**config.mk**
```make
export PLATFORM = sky130hd
export DESIGN_NAME = sram_axi_bridge
export DESIGN_NICKNAME = d
export VERILOG_FILES = /design/src/rtl/sram_axi_bridge.sv
export SDC_FILE = /design/constraint.sdc
export NUM_CORES = 1
export LEC_CHECK = 0
export BUFFER_PORTS_ARGS = -buffer_cell sky130_fd_sc_hd__buf_2
export CAP_MARGIN = 10
export CORE_AREA = 2 2 122 124
export DETAILED_ROUTE_END_ITERATION = 10
export DIE_AREA = 0 0 124 126
export GPL_ROUTABILITY_DRIVEN = 0
export GPL_TIMING_DRIVEN = 0
export PLACE_DENSITY = 0.68
export SETUP_SLACK_MARGIN = 0.4
export SLEW_MARGIN = 25
export SYNTH_ARGS = -nofsm -noshare
export SYNTH_HDL_FRONTEND = slang
export SYNTH_SLANG_ARGS = --single-unit
```
**constraint.sdc**
```tcl
create_clock -name clk -period 5.9 [get_ports clk]
set_clock_uncertainty 0.1 [all_clocks]
set_input_delay 1.18 -clock clk [delete_from_list [all_inputs] [get_ports clk]]
set_output_delay 1.18 -clock clk [all_outputs]
set_load 0.005 [all_outputs]
```
**src/rtl/sram_axi_bridge.sv**
```systemverilog
// sram_axi_bridge: turns the core's SRAM-style data port into single-beat AXI4 reads/writes,
// stalling the core until the response returns; one transaction outstanding at a time.
module sram_axi_bridge #(
   parameter logic [7:0] AXI_ID = 8'h00,
   parameter int         ADDR_W = 32
) (
   input  logic              clk,
   input  logic              rst,
   input  logic              io_en,
   input  logic              io_re,
   input  logic              io_we,
   input  logic [ADDR_W-1:0] io_addr,
   input  logic [31:0]       io_din,
   input  logic [3:0]        io_wmask,
   output logic [31:0]       io_dout,
   output logic              io_stall,
   output logic              io_done,
   output logic              io_err,
   output logic [7:0]        ar_id,
   output logic [ADDR_W-1:0] ar_addr,
   output logic [7:0]        ar_len,
   output logic [2:0]        ar_size,
   output logic [1:0]        ar_burst,
   output logic              ar_valid,
   input  logic              ar_ready,
   input  logic [7:0]        r_id,
   input  logic [31:0]       r_data,
   input  logic [1:0]        r_resp,
   input  logic              r_last,
   input  logic              r_valid,
   output logic              r_ready,
   output logic [7:0]        aw_id,
   output logic [ADDR_W-1:0] aw_addr,
   output logic [7:0]        aw_len,
   output logic [2:0]        aw_size,
   output logic [1:0]        aw_burst,
   output logic              aw_valid,
   input  logic              aw_ready,
   output logic [31:0]       w_data,
   output logic [3:0]        w_strb,
   output logic              w_last,
   output logic              w_valid,
   input  logic              w_ready,
   input  logic [7:0]        b_id,
   input  logic [1:0]        b_resp,
   input  logic              b_valid,
   output logic              b_ready
);
   typedef enum logic [2:0] {IDLE, AR, R, AWW, B, DONE} state_t;
   state_t            state_q, state_d;
   logic [ADDR_W-1:0] addr_q, addr_d;
   logic [31:0]       din_q, din_d, dout_q, dout_d;
   logic [3:0]        wmask_q, wmask_d;
   logic [1:0]        resp_q, resp_d;
   logic              aw_done_q, aw_done_d, w_done_q, w_done_d, got_q, got_d;
   logic              unused_ids;

   assign unused_ids = ^{r_id, b_id};

   always_comb begin
      state_d   = state_q;
      addr_d    = addr_q;
      din_d     = din_q;
      wmask_d   = wmask_q;
      dout_d    = dout_q;
      resp_d    = resp_q;
      aw_done_d = aw_done_q;
      w_done_d  = w_done_q;
      got_d     = got_q;
      case (state_q)
         IDLE: begin
            aw_done_d = 1'b0;
            w_done_d  = 1'b0;
            got_d     = 1'b0;
            if (io_en & io_we) begin
               addr_d  = io_addr;
               din_d   = io_din;
               wmask_d = io_wmask;
               state_d = AWW;
            end else if (io_en & io_re) begin
               addr_d  = io_addr;
               state_d = AR;
            end
         end
         AR: state_d = ar_ready ? R : AR;
         // only the first beat is kept; surplus beats are drained until r_last
         R: if (r_valid) begin
            if (!got_q) begin
               dout_d = r_data;
               resp_d = r_resp;
               got_d  = 1'b1;
            end
            if (r_last) state_d = DONE;
         end
         AWW: begin
            aw_done_d = aw_done_q | aw_ready;
            w_done_d  = w_done_q | w_ready;
            if (aw_done_d & w_done_d) state_d = B;
         end
         B: if (b_valid) begin
            resp_d  = b_resp;
            state_d = DONE;
         end
         DONE:    state_d = IDLE;
         default: state_d = IDLE;
      endcase
   end

   always_ff @(posedge clk or posedge rst) begin
      if (rst) begin
         state_q   <= IDLE;
         addr_q    <= '0;
         din_q     <= '0;
         wmask_q   <= '0;
         dout_q    <= '0;
         resp_q    <= '0;
         aw_done_q <= 1'b0;
         w_done_q  <= 1'b0;
         got_q     <= 1'b0;
      end else begin
         state_q   <= state_d;
         addr_q    <= addr_d;
         din_q     <= din_d;
         wmask_q   <= wmask_d;
         dout_q    <= dout_d;
         resp_q    <= resp_d;
         aw_done_q <= aw_done_d;
         w_done_q  <= w_done_d;
         got_q     <= got_d;
      end
   end

   assign io_stall = io_en & (io_re | io_we) & ~io_done;
   assign io_done  = state_q == DONE;
   assign io_err   = io_done & (resp_q != 2'b00);
   assign io_dout  = dout_q;

   assign ar_id    = AXI_ID;
   assign ar_addr  = addr_q;
   assign ar_len   = 8'h00;
   assign ar_size  = 3'b010;
   assign ar_burst = 2'b01;
   assign ar_valid = state_q == AR;
   assign r_ready  = state_q == R;

   assign aw_id    = AXI_ID;
   assign aw_addr  = addr_q;
   assign aw_len   = 8'h00;
   assign aw_size  = 3'b010;
   assign aw_burst = 2'b01;
   assign aw_valid = (state_q == AWW) & ~aw_done_q;
   assign w_data   = din_q;
   assign w_strb   = wmask_q;
   assign w_last   = 1'b1;
   assign w_valid  = (state_q == AWW) & ~w_done_q;
   assign b_ready  = state_q == B;
endmodule

```
==> metrics.md, run 1 <==
| Metric | Value |
|---|---|
| Outcome | finished, final reports clean |
| H-tree depth | 3 |
| Die height | 126 um |
| Number of global-route vias before repair | 3558 |
| Hold_buf cts | 0 |
| Worst hold slack | between 0.3 and 0.4 ns |
| Switching fraction of total power | 0.301 |
| Final Cell Area | about 7000 sq um |
| Req. time, crit path | approximately 4.6 ns |
| Combinational power share | 0.432 |
| Fillers | 1295 |
| Actual slew at the worst max-slew pin | 0.756 ns |
| DRC | 0 |
| Yosys top cell area share | 0.541 |
| Yosys reg bits | approximately 110 |
| Arrival time of the worst setup path | approximately 2.2 ns |
| Post-CTS Resized | 0 |
| Row cnt | 44 |
| DIE AREA | 15600 sq um |
| Num CTS Buffers | 9 |
| Worst Setup EP | io_stall |
| Ports | 314 |
| Max Cap Viol | 0 |
| Worst-path clk slew | roughly 0.070 ns |
| Top layer reached by signal wires | met5 |
| DRT met1 WL | ~4200 um |
| TritonCTS clock tree | built |
| Synth area leader | dfrtp_1 |
| Via count | around 3500 |
| Reg2Reg Launch Point | state_q[1] |
| Clk sink count | 108 |
| Post-Route WL | between 10000 and 15000 um |
| Max transition margin | 0.491 |
| HPWL after detailed placement | 9110 um |
| Post-synthesis sequential area ratio | 0.541 |
| # setup viols final | 0 |
| Worst-path maximum fanout | 3 |
| First-pass GRT wire length | between 15000 and 20000 um |
| Buf/Inv on CP | 2 |
| Period utilization | 0.582 |
| Worst path most repeated cell | buf_2 |
| Wire length on met2 | slightly below 6000 um |
| Startpoint Class | input pin |
| Pwr dens | roughly 500 nW/um^2 |
| Sequential share of power | 0.393 |
| Fin. Hold Viols | 0 |
| Post-CTS Setup Bufs | 0 |
| R2r worst-path depth | 6 |
| Grt ovf | 0 |
| RSZ-0062 raised after global routing | false |
| Chip width | around 120 um |
| Crit-path slowest cell | o21ai_0 |
| Syn_area_per_cell | ~14 sq um |
| Fin nets | 783 |
| Pleak | roughly 3.7 nW |
| Starting Density | 0.349 |
| Placed inst area | between 6000 and 7000 sq um |
| Post-Syn Area | roughly 5000 sq um |
| Routed wire length per instance | roughly 14 um |
| Crit-path leading delay family | compound AO/OA/AOI/OAI gates |
| Crit Path Class | in2out |
| Async S/R FF share, synth | 1.00 |
| CP startpoint | io_we |
| R2R Path End | w_data[15] |
| CTS max path bufs | 2 |
| Clock power share | 0.175 |
| Post-synth cell types | 32 |
| Number of synthesized flops with an enable pin | 0 |
| Commonest non-fill, non-tap cell in the layout | buf_2 |
| Router iterations before antenna repair | 4 |
| Core ar. | around 14000 sq um |
| Cell depth of the worst setup path | 4 |
| DR iter-0 viols | 59 |
| Setup TNS | 0 ns |
| Area Overhead vs Synth | 39.7% |
| Clk root buf | clkbuf_16 |
| Synth area leaders | dfrtp_1 (54%), mux2_2 (16%), buf_4 (11%), mux2_4 (8.7%), buf_6 (2.0%) |
| Worst IR Drop VDD | 0.000223 V |
| Clk_lat worst skew | around 0.34 ns |
| Tmin final | between 3 and 4 ns |
| Internal power | around 0.0024 W |
| Largest net degree at the start of global routing | between 60 and 70 |
| Cells after Synth | between 300 and 400 |
| Crit end category | output port |
| YS warnings | 0 |
| Fmax achieved | about 290 MHz |
| Share of post-route cells with drive strength above 1 | 0.708 |
| Reg2reg setup slack | a little under 4 ns |
| HP Class | reg2reg |
| Psw | 0.00103 W |
| DR vias/cell | around 4.2 |
| Routed met3 length | around 1100 um |
| # port buffers | 254 |
| Initial antenna violation count | 3 |
| Commonest non-fill, non-tap cells in the layout | buf_2 (255), dfrtp_1 (108), buf_4 (75), mux2_2 (70), conb_1 (43) |
| Total Routing Usage GR | 0.144 |
| Post-route ant nets | 0 |
| Final Max Tran Viols | 0 |
| Final Util | 0.487 |
| CP max stage delay | around 0.60 ns |
| Worst-path cell chain | buf_2 -> o21ai_0 -> nor2_1 -> buf_2 |
| Post-synth top flop | dfrtp_1 |
-- metal layers --
layer,vias up,global-route usage
met1,1691,0.159
li1,1677,-
met3,14,0.0489
met2,160,0.263
met5,-,0
met4,4,0.0370
-- flip-flops by register name, indices dropped and copies added (netlist names), 2 cells and up --
| signal | cells |
|---|---|
| ar_addr | 32 |
| io_dout | 32 |
| w_data | 32 |
| w_strb | 4 |
| state_q | 3 |
| resp_q | 2 |
-- metrics by stage --
step | std cells | total power (W) | worst slack, ns
6_report | 842 | 0.00341 | 2.46
2_1_floorplan | 386 | 0.00220 | 1.77
3_3_place_gp | 824 | 0.00280 | 0.644
3_5_place_dp | 825 | 0.00285 | 2.41
4_1_cts | 841 | 0.00346 | 2.41
5_1_grt | 841 | 0.00367 | 2.29
-- worst min-delay path by stage --
stage	start	slack (ns)	end	cells past startpoint
global placement	io_dout[1]	0.37	io_dout[1]	1
floorplan	got_q	0.38	got_q	2
CTS	io_dout[28]	0.40	io_dout[28]	1
global route	io_dout[16]	0.41	io_dout[16]	1
detailed placement	io_dout[28]	0.38	io_dout[28]	1
finish	io_dout[28]	0.39	io_dout[28]	1
-- area by class of cell --
class                           instances  area (sq um)  area share
Tap cell                              184           230      0.0330
Timing Repair Buffer                  255          1300       0.186
Sequential cell                       108          2700       0.387
Inverter                                3          16.3     0.00233
Clock inverter                          6          63.8     0.00915
Antenna cell                            1          2.50    0.000359
Clock buffer                           10           229      0.0328
Multi-Input combinational cell        187          1700       0.244
Buffer                                 88           729       0.105
-- synthesized netlist by cell type (all sizes together) (2+ instances only) --
cell	number
mux2	104
nand2b	2
o21ai	6
nor3	2
buf	88
dfrtp	108
nor2	9
inv	3
o22ai	3
conb	2
a221o	2
a21oi	5
-- worst reg2reg max path: cells and delay by family, from the launching register on --
| family | cells | cell delay [ns] |
|---|---|---|
| mux | 1 | 0.30 |
| buf+inv | 3 | 0.50 |
| flops | 1 | 0.37 |
| simple gates | 2 | 0.55 |
-- logic make-up after synthesis --
logic type      Yosys count  share of synthesized area
compound gates           19                     0.0236
buf+inv                  91                      0.148
other cells               2                    0.00150
simple gates             21                     0.0291
mux                     104                      0.256
flops                   108                      0.541
-- power by group through the flow --
stage	registers, W	clock network [W]	logic, W
final	0.00134	0.000596	0.00147
after global routing	0.00140	0.000649	0.00162
after CTS	0.00135	0.000617	0.00150
after detailed placement	0.00135	0	0.00150
after global placement	0.00133	0	0.00147
after floorplan	0.00136	0	0.000835
Power figures use the tool's default switching activity.
==> run 2, diff against run 1 <==
- ABC_AREA: unset -> 1
- PLACE_DENSITY: 0.68 -> 0.73
- clock period: 5.9 -> 2.85 ns (I/O delays scaled with it)
==> run 2 against run 1 <==
Net effect:
- first-iteration DRC count increased by 95%
- flip-flop and latch count unchanged
- core utilization increased by 3.1 points
- non-clock buffer count increased by 12
- wire length increased by 16%
==> metrics.md, run 2 <==
| Metric | Value |
|---|---|
| Startpoint Class | input pin |
| Fillers | 1374 (+6.1%) |
| Final Max Tran Viols | 0 (unchanged) |
| Post-synth cell types | 22 (-31%) |
| Area Overhead vs Synth | 39.0% |
| First-pass GRT wire length | 21000 um (+19%) |
| Period utilization | 0.765 |
| Number of synthesized flops with an enable pin | 0 (unchanged) |
| Num CTS Buffers | 9 (unchanged) |
| Post-CTS Setup Bufs | 0 (unchanged) |
| Fin. Hold Viols | 0 (unchanged) |
| Commonest non-fill, non-tap cell in the layout | buf_2 |
| Initial antenna violation count | 0 (-3) |
| Crit-path leading delay family | buffers and inverters |
| Number of global-route vias before repair | 4312 (+21%) |
| Synth area leaders | dfrtp_1 (51%), o21ai_2 (11%), nand2_1 (11%), buf_4 (11%), inv_1 (5.7%) |
| Clk_lat worst skew | 0.34 ns (about the same) |
| Worst-path maximum fanout | 10 (+7) |
| Worst-path cell chain | buf_2 -> nand2_1 -> nand2_1 -> buf_2 -> nand2_1 -> inv_1 -> buf_2 |
| Yosys top cell area share | 0.507 (-0.0345) |
| Worst hold slack | 0.111 ns (-0.279 ns) |
| CP max stage delay | 0.30 ns (-0.30 ns) |
| Post-synth top flop | dfrtp_1 |
| Starting Density | 0.373 (+0.0238) |
| Final Cell Area | 7410 sq um (+6.3%) |
| Share of post-route cells with drive strength above 1 | 0.495 (-0.213) |
| Wire length on met2 | 6740 um (+13%) |
| Ports | 314 (unchanged) |
| Post-Syn Area | 5330 sq um (+6.8%) |
| Tmin final | approximately 2.2 ns |
| Grt ovf | 0 (unchanged) |
| Post-Route WL | 13200 um (+16%) |
| Chip width | 124 um (unchanged) |
| Setup TNS | 0 ns (unchanged) |
| Top post-synthesis cells by count | nand2_1 (158), dfrtp_1 (108), inv_1 (81) |
| Arrival time of the worst setup path | 1.51 ns (-0.65 ns) |
| Syn_area_per_cell | 9.13 sq um (-37%) |
| Yosys reg bits | 108 (unchanged) |
| Crit-path slowest cell | buf_2 |
| Synth area leader | dfrtp_1 |
| TritonCTS clock tree | built |
| HPWL after detailed placement | 10600 um (+16%) |
| Most frequent cell after synthesis | nand2_1 |
| RSZ-0062 raised after global routing | false |
| DRC | 0 (unchanged) |
| DR iter-0 viols | 115 (+95%) |
| Top layer reached by signal wires | met4 |
| Crit end category | output port |
| R2r worst-path depth | 7 (+1) |
| Buf/Inv on CP | 4 (+2) |
| Row cnt | 44 (unchanged) |
| # port buffers | 254 (unchanged) |
| Worst-path clk slew | 0.07 ns (about the same) |
| Clk sink count | 108 (unchanged) |
| Pwr dens | 953 nW/um^2 (+95%) |
| Largest net degree at the start of global routing | 32 (-48%) |
| DR vias/cell | 4.13 (-2.0%) |
| Async S/R FF share, synth | 1.00 (unchanged) |
| Pleak | 4.50 nW (+21%) |
| YS warnings | 0 (unchanged) |
| Cells after Synth | 584 (+69%) |
| Clk root buf | clkbuf_16 |
| Ant. Diodes | 0 (-1) |
| Core ar. | 14300 sq um (unchanged) |
| Max Cap Viol | 0 (unchanged) |
| Post-CTS Resized | 0 (unchanged) |
| Fin nets | 1025 (+31%) |
| Fmax achieved | 459 MHz |
| Via count | 4471 (+26%) |
| Router iterations before antenna repair | 4 (unchanged) |
| Reg2reg setup slack | 1.25 ns (-2.72 ns) |
| CTS max path bufs | 2 (unchanged) |
| Routed wire length per instance | 12.2 um (-9.7%) |
| H-tree depth | 3 (unchanged) |
| Crit Path Class | in2out |
| Post-synthesis sequential area ratio | 0.507 (-0.0345) |
| R2R Path End | w_data[22] |
| Outcome | finished, final reports clean |
| Die height | 126 um (unchanged) |
| DRT met1 WL | 4870 um (+16%) |
| Req. time, crit path | 2.18 ns (-2.44 ns) |
| Routed met3 length | 1410 um (+33%) |
| HP Class | in2async |
| Post-route ant nets | 0 (unchanged) |
| Hold_buf cts | 0 (unchanged) |
| DIE AREA | 15600 sq um (unchanged) |
| Placed inst area | 7090 sq um (+6.1%) |
| Reg2Reg Launch Point | state_q[1] |
| # setup viols final | 0 (unchanged) |
| Commonest non-fill, non-tap cells in the layout | buf_2 (261), nand2_1 (158), dfrtp_1 (108), inv_1 (80), buf_4 (75) |
| Total Routing Usage GR | 0.171 (+0.0263) |
| Worst IR Drop VDD | 0.000495 V (+120%) |
==> run 2: cell types whose count changed after synthesis, moves of 29 or more <==
cell	before	now
mux2_2	70	0
inv_1	2	81
mux2_4	29	0
o21ai_2	0	68
nand2_1	1	158
nand3_1	0	38
==> run 2: cell type report <==
type / instances / area (sq um) / share of cell area
Sequential cell: 108 / 2700 / 0.364
Inverter: 84 / 322 / 0.0434
Buffer: 97 / 752 / 0.101
Multi-Input combinational cell: 336 / 1720 / 0.231
Clock inverter: 5 / 83.8 / 0.0113
Timing Repair Buffer: 258 / 1370 / 0.184
Clock buffer: 11 / 243 / 0.0327
Tap cell: 184 / 230 / 0.0310
==> run 2: metrics by stage <==
stage	cells	worst slack, ns	total power (W)	utilization
CTS	1083	0.631	0.00718	0.518
floorplan	625	0.878	0.00446	-
detailed placement	1067	0.632	0.00580	0.495
finish	1083	0.671	0.00707	0.518
global route	1083	0.550	0.00772	0.518
global placement	1063	0.0782	0.00571	0.489
==> run 2: layer usage <==
metal	track usage	up-vias
li1	-	2296
met1	0.189	1968
met2	0.306	194
met3	0.0543	13
met4	0.0549	0
met5	0	-
==> run 2: worst max path at each step <==
stage,from,end,cells past startpoint
2_1_floorplan,rst,ar_addr[0],1
3_3_place_gp,rst,w_data[6],2
3_5_place_dp,io_en,io_stall,7
4_1_cts,io_en,io_stall,7
5_1_grt,io_en,io_stall,7
6_report,io_en,io_stall,7
==> run 2: cells by family (layout without fill, tap and decap cells) <==
group           count (synthesis)  count (layout)  share of synthesized area
compound gates                 75              75                      0.118
buf+inv                       181             455                      0.201
flops                         108             108                      0.507
other cells                     2              43                    0.00141
simple gates                  218             218                      0.173
==> run 2: power by group <==
group / switching (W) / internal, W
clock network: 0.000556 / 0.000800
logic: 0.00151 / 0.00154
registers: 0.000436 / 0.00223
==> run 3, diff against run 2 <==
- clock period: 2.85 -> 1.85 ns (I/O delays scaled with it)
==> run 3 against run 2 <==
Net effect:
- register-to-register slack got worse by 1.1 ns
- final area increased by 15%
- count of clock-buffer cells in the layout unchanged
- worst hold slack improved by 0.043 ns
- via count increased by 8.2%
- critical endpoint is now r_ready
- combinational power increased by 120%
- die area unchanged
- clock power increased by 54%
- sequential share of layout area decreased by 4.8 points
- highest routed layer unchanged
==> metrics.md, run 3 (synthesis results as in run 2) <==
| Metric | Value |
|---|---|
| DRC | 0 (unchanged) |
| Router iterations before antenna repair | 4 (unchanged) |
| Largest net degree at the start of global routing | 32 (unchanged) |
| Die height | 126 um (unchanged) |
| Initial antenna violation count | 0 (unchanged) |
| Ports | 314 (unchanged) |
| Reg area | 2710 sq um (about the same) |
| Crit-path slowest cell | dfrtp_2 |
| Fin. Hold Viols | 0 (unchanged) |
| H-tree depth | 3 (unchanged) |
| Setup TNS | 0 ns (unchanged) |
| Period utilization | 0.954 |
| Area Overhead vs Synth | 60.1% |
| Req. time, crit path | 1.38 ns (-0.80 ns) |
| Crit-path leading delay family | flip-flops |
| Clk_lat worst skew | 0.34 ns (about the same) |
| Worst-path maximum fanout | 6 (-4) |
| Final Max Tran Viols | 0 (unchanged) |
| Final Cell Area | 8540 sq um (+15%) |
| Worst-path cell chain | buf_4 -> nand3_2 -> inv_2 -> buf_2 |
| Row cnt | 44 (unchanged) |
| # setup viols final | 0 (unchanged) |
| Total Routing Usage GR | 0.187 (+0.0165) |
| Pre-CTS setup slack | 0.0323 ns (-0.600 ns) |
| Crit end category | output port |
| Routed wire length per instance | 13.9 um (+14%) |
| DR iter-0 viols | 101 (-12%) |
| Clk sink count | 108 (unchanged) |
| TritonCTS clock tree | built |
| Post-route ant nets | 0 (unchanged) |
| Num CTS Buffers | 9 (unchanged) |
| CTS max path bufs | 2 (unchanged) |
| Number of global-route vias before repair | 4687 (+8.7%) |
| Pwr dens | 1530 nW/um^2 (+61%) |
| Core ar. | 14300 sq um (unchanged) |
| Pleak | 4.97 nW (+10%) |
| Post-Route WL | 15800 um (+19%) |
| Fillers | 1205 (-12%) |
| Worst-path clk slew | 0.07 ns (about the same) |
| Startpoint Class | flip-flop |
| Outcome | finished, final reports clean |
| Arrival time of the worst setup path | 1.29 ns (-0.22 ns) |
| # port buffers | 254 (unchanged) |
| Tmin final | between 1.5 and 2 ns |
| Multi-input logic area | 1890 sq um (+10%) |
| Commonest non-fill, non-tap cells in the layout | buf_2 (224), nand2_1 (141), dfrtp_1 (106), inv_1 (78), buf_6 (77) |
| RSZ-0062 raised after global routing | true |
| Commonest non-fill, non-tap cell in the layout | buf_2 |
| Grt ovf | 0 (unchanged) |
| DR vias/cell | 4.27 (+3.4%) |
| DIE AREA | 15600 sq um (unchanged) |
| Placed inst area | 7090 sq um (unchanged) |
| HPWL after detailed placement | 10600 um (unchanged) |
| Via count | 4839 (+8.2%) |
| First-pass GRT wire length | 22900 um (+9.0%) |
| Fin nets | 1076 (+5.0%) |
| HP Class | in2reg |
| Crit Path Class | reg2out |
| Max Cap Viol | 0 (unchanged) |
| Starting Density | 0.373 (unchanged) |
| Ant. Diodes | 0 (unchanged) |
| Chip width | 124 um (unchanged) |
| Worst IR Drop VDD | 0.000808 V (+63%) |
| Clk root buf | clkbuf_16 |
| CP max stage delay | 0.46 ns (+0.16 ns) |
| Buf/Inv on CP | 3 (-1) |
| Share of post-route cells with drive strength above 1 | 0.548 (+0.0534) |
| Fmax achieved | between 500 and 600 MHz |
| PnR worst setup slack | 0.0852 ns (-0.585 ns) |
==> run 3: cell types whose count changed in the layout (fill, tap and decap cells not counted), moves of 7 or more <==
cell,change
nand2_4,+7
buf_8,+8
buf_2,-37
buf_6,+64
nand2_2,+9
nand2_1,-17
==> run 3: layout make-up <==
type                       count  area share
timing repair inverter         1     0.00190
clock buffer                  11      0.0284
timing repair buffer         305       0.246
tap                          184      0.0270
multi-input combinational    339       0.221
sequential                   108       0.317
clock inverter                 5     0.00981
inverter                      84      0.0394
buffer                        97       0.109
==> run 3: path summary, 6_finish.rpt <==
path,from,slack (ns),depth (start not counted),end
setup reg to reg,state_q[1],0.15,8,io_dout[27]
setup / recovery,state_q[1],0.09,4,r_ready
hold / removal,io_addr[27],0.15,3,ar_addr[27]
min in group asynchronous,rst,0.49,3,io_dout[19]
max in group asynchronous,rst,0.51,5,w_data[31]
hold reg to reg,w_strb[3],0.38,2,w_strb[3]
==> run 3: what timing repair did <==
action                                  CTS  global route
gates cloned                              5             9
setup buffers                            24            12
gates resized for setup                  87            56
pin swaps                                 4             4
hold buffers                              1             0
hold endpoints to repair                 12             0
endpoints found under the setup margin  141           144
==> run 3: tightest hold or removal path, cell delays in order <==
cell and delay (ns):
buf_2 0.07, nand3_1 0.06, nand2_1 0.06
==> run 3: metal layers <==
metal / GRT usage / wire length, um / vias to the layer above
li1: - / - / 2411
met1: 0.201 / 5680 / 2205
met2: 0.346 / 8410 / 204
met3: 0.0553 / 1410 / 19
met4: 0.0615 / 269 / 0
met5: 0 / 0 / -
==> run 3: report_power, final <==
group | switching, W | total (W) | internal, W
logic | 0.00291 | 0.00674 | 0.00383
clock network | 0.000861 | 0.00209 | 0.00123
registers | 0.000817 | 0.00426 | 0.00344
==> run 3: per-stage QoR <==
step | power (W) | util | hold WS [ns] | instances
floorplan | 0.00687 | - | 0.366 | 625
global placement | 0.00880 | 0.489 | 0.360 | 1063
detailed placement | 0.00894 | 0.495 | 0.284 | 1067
CTS | 0.0122 | 0.563 | 0.141 | 1113
global route | 0.0141 | 0.597 | 0.150 | 1134
finish | 0.0131 | 0.597 | 0.154 | 1134
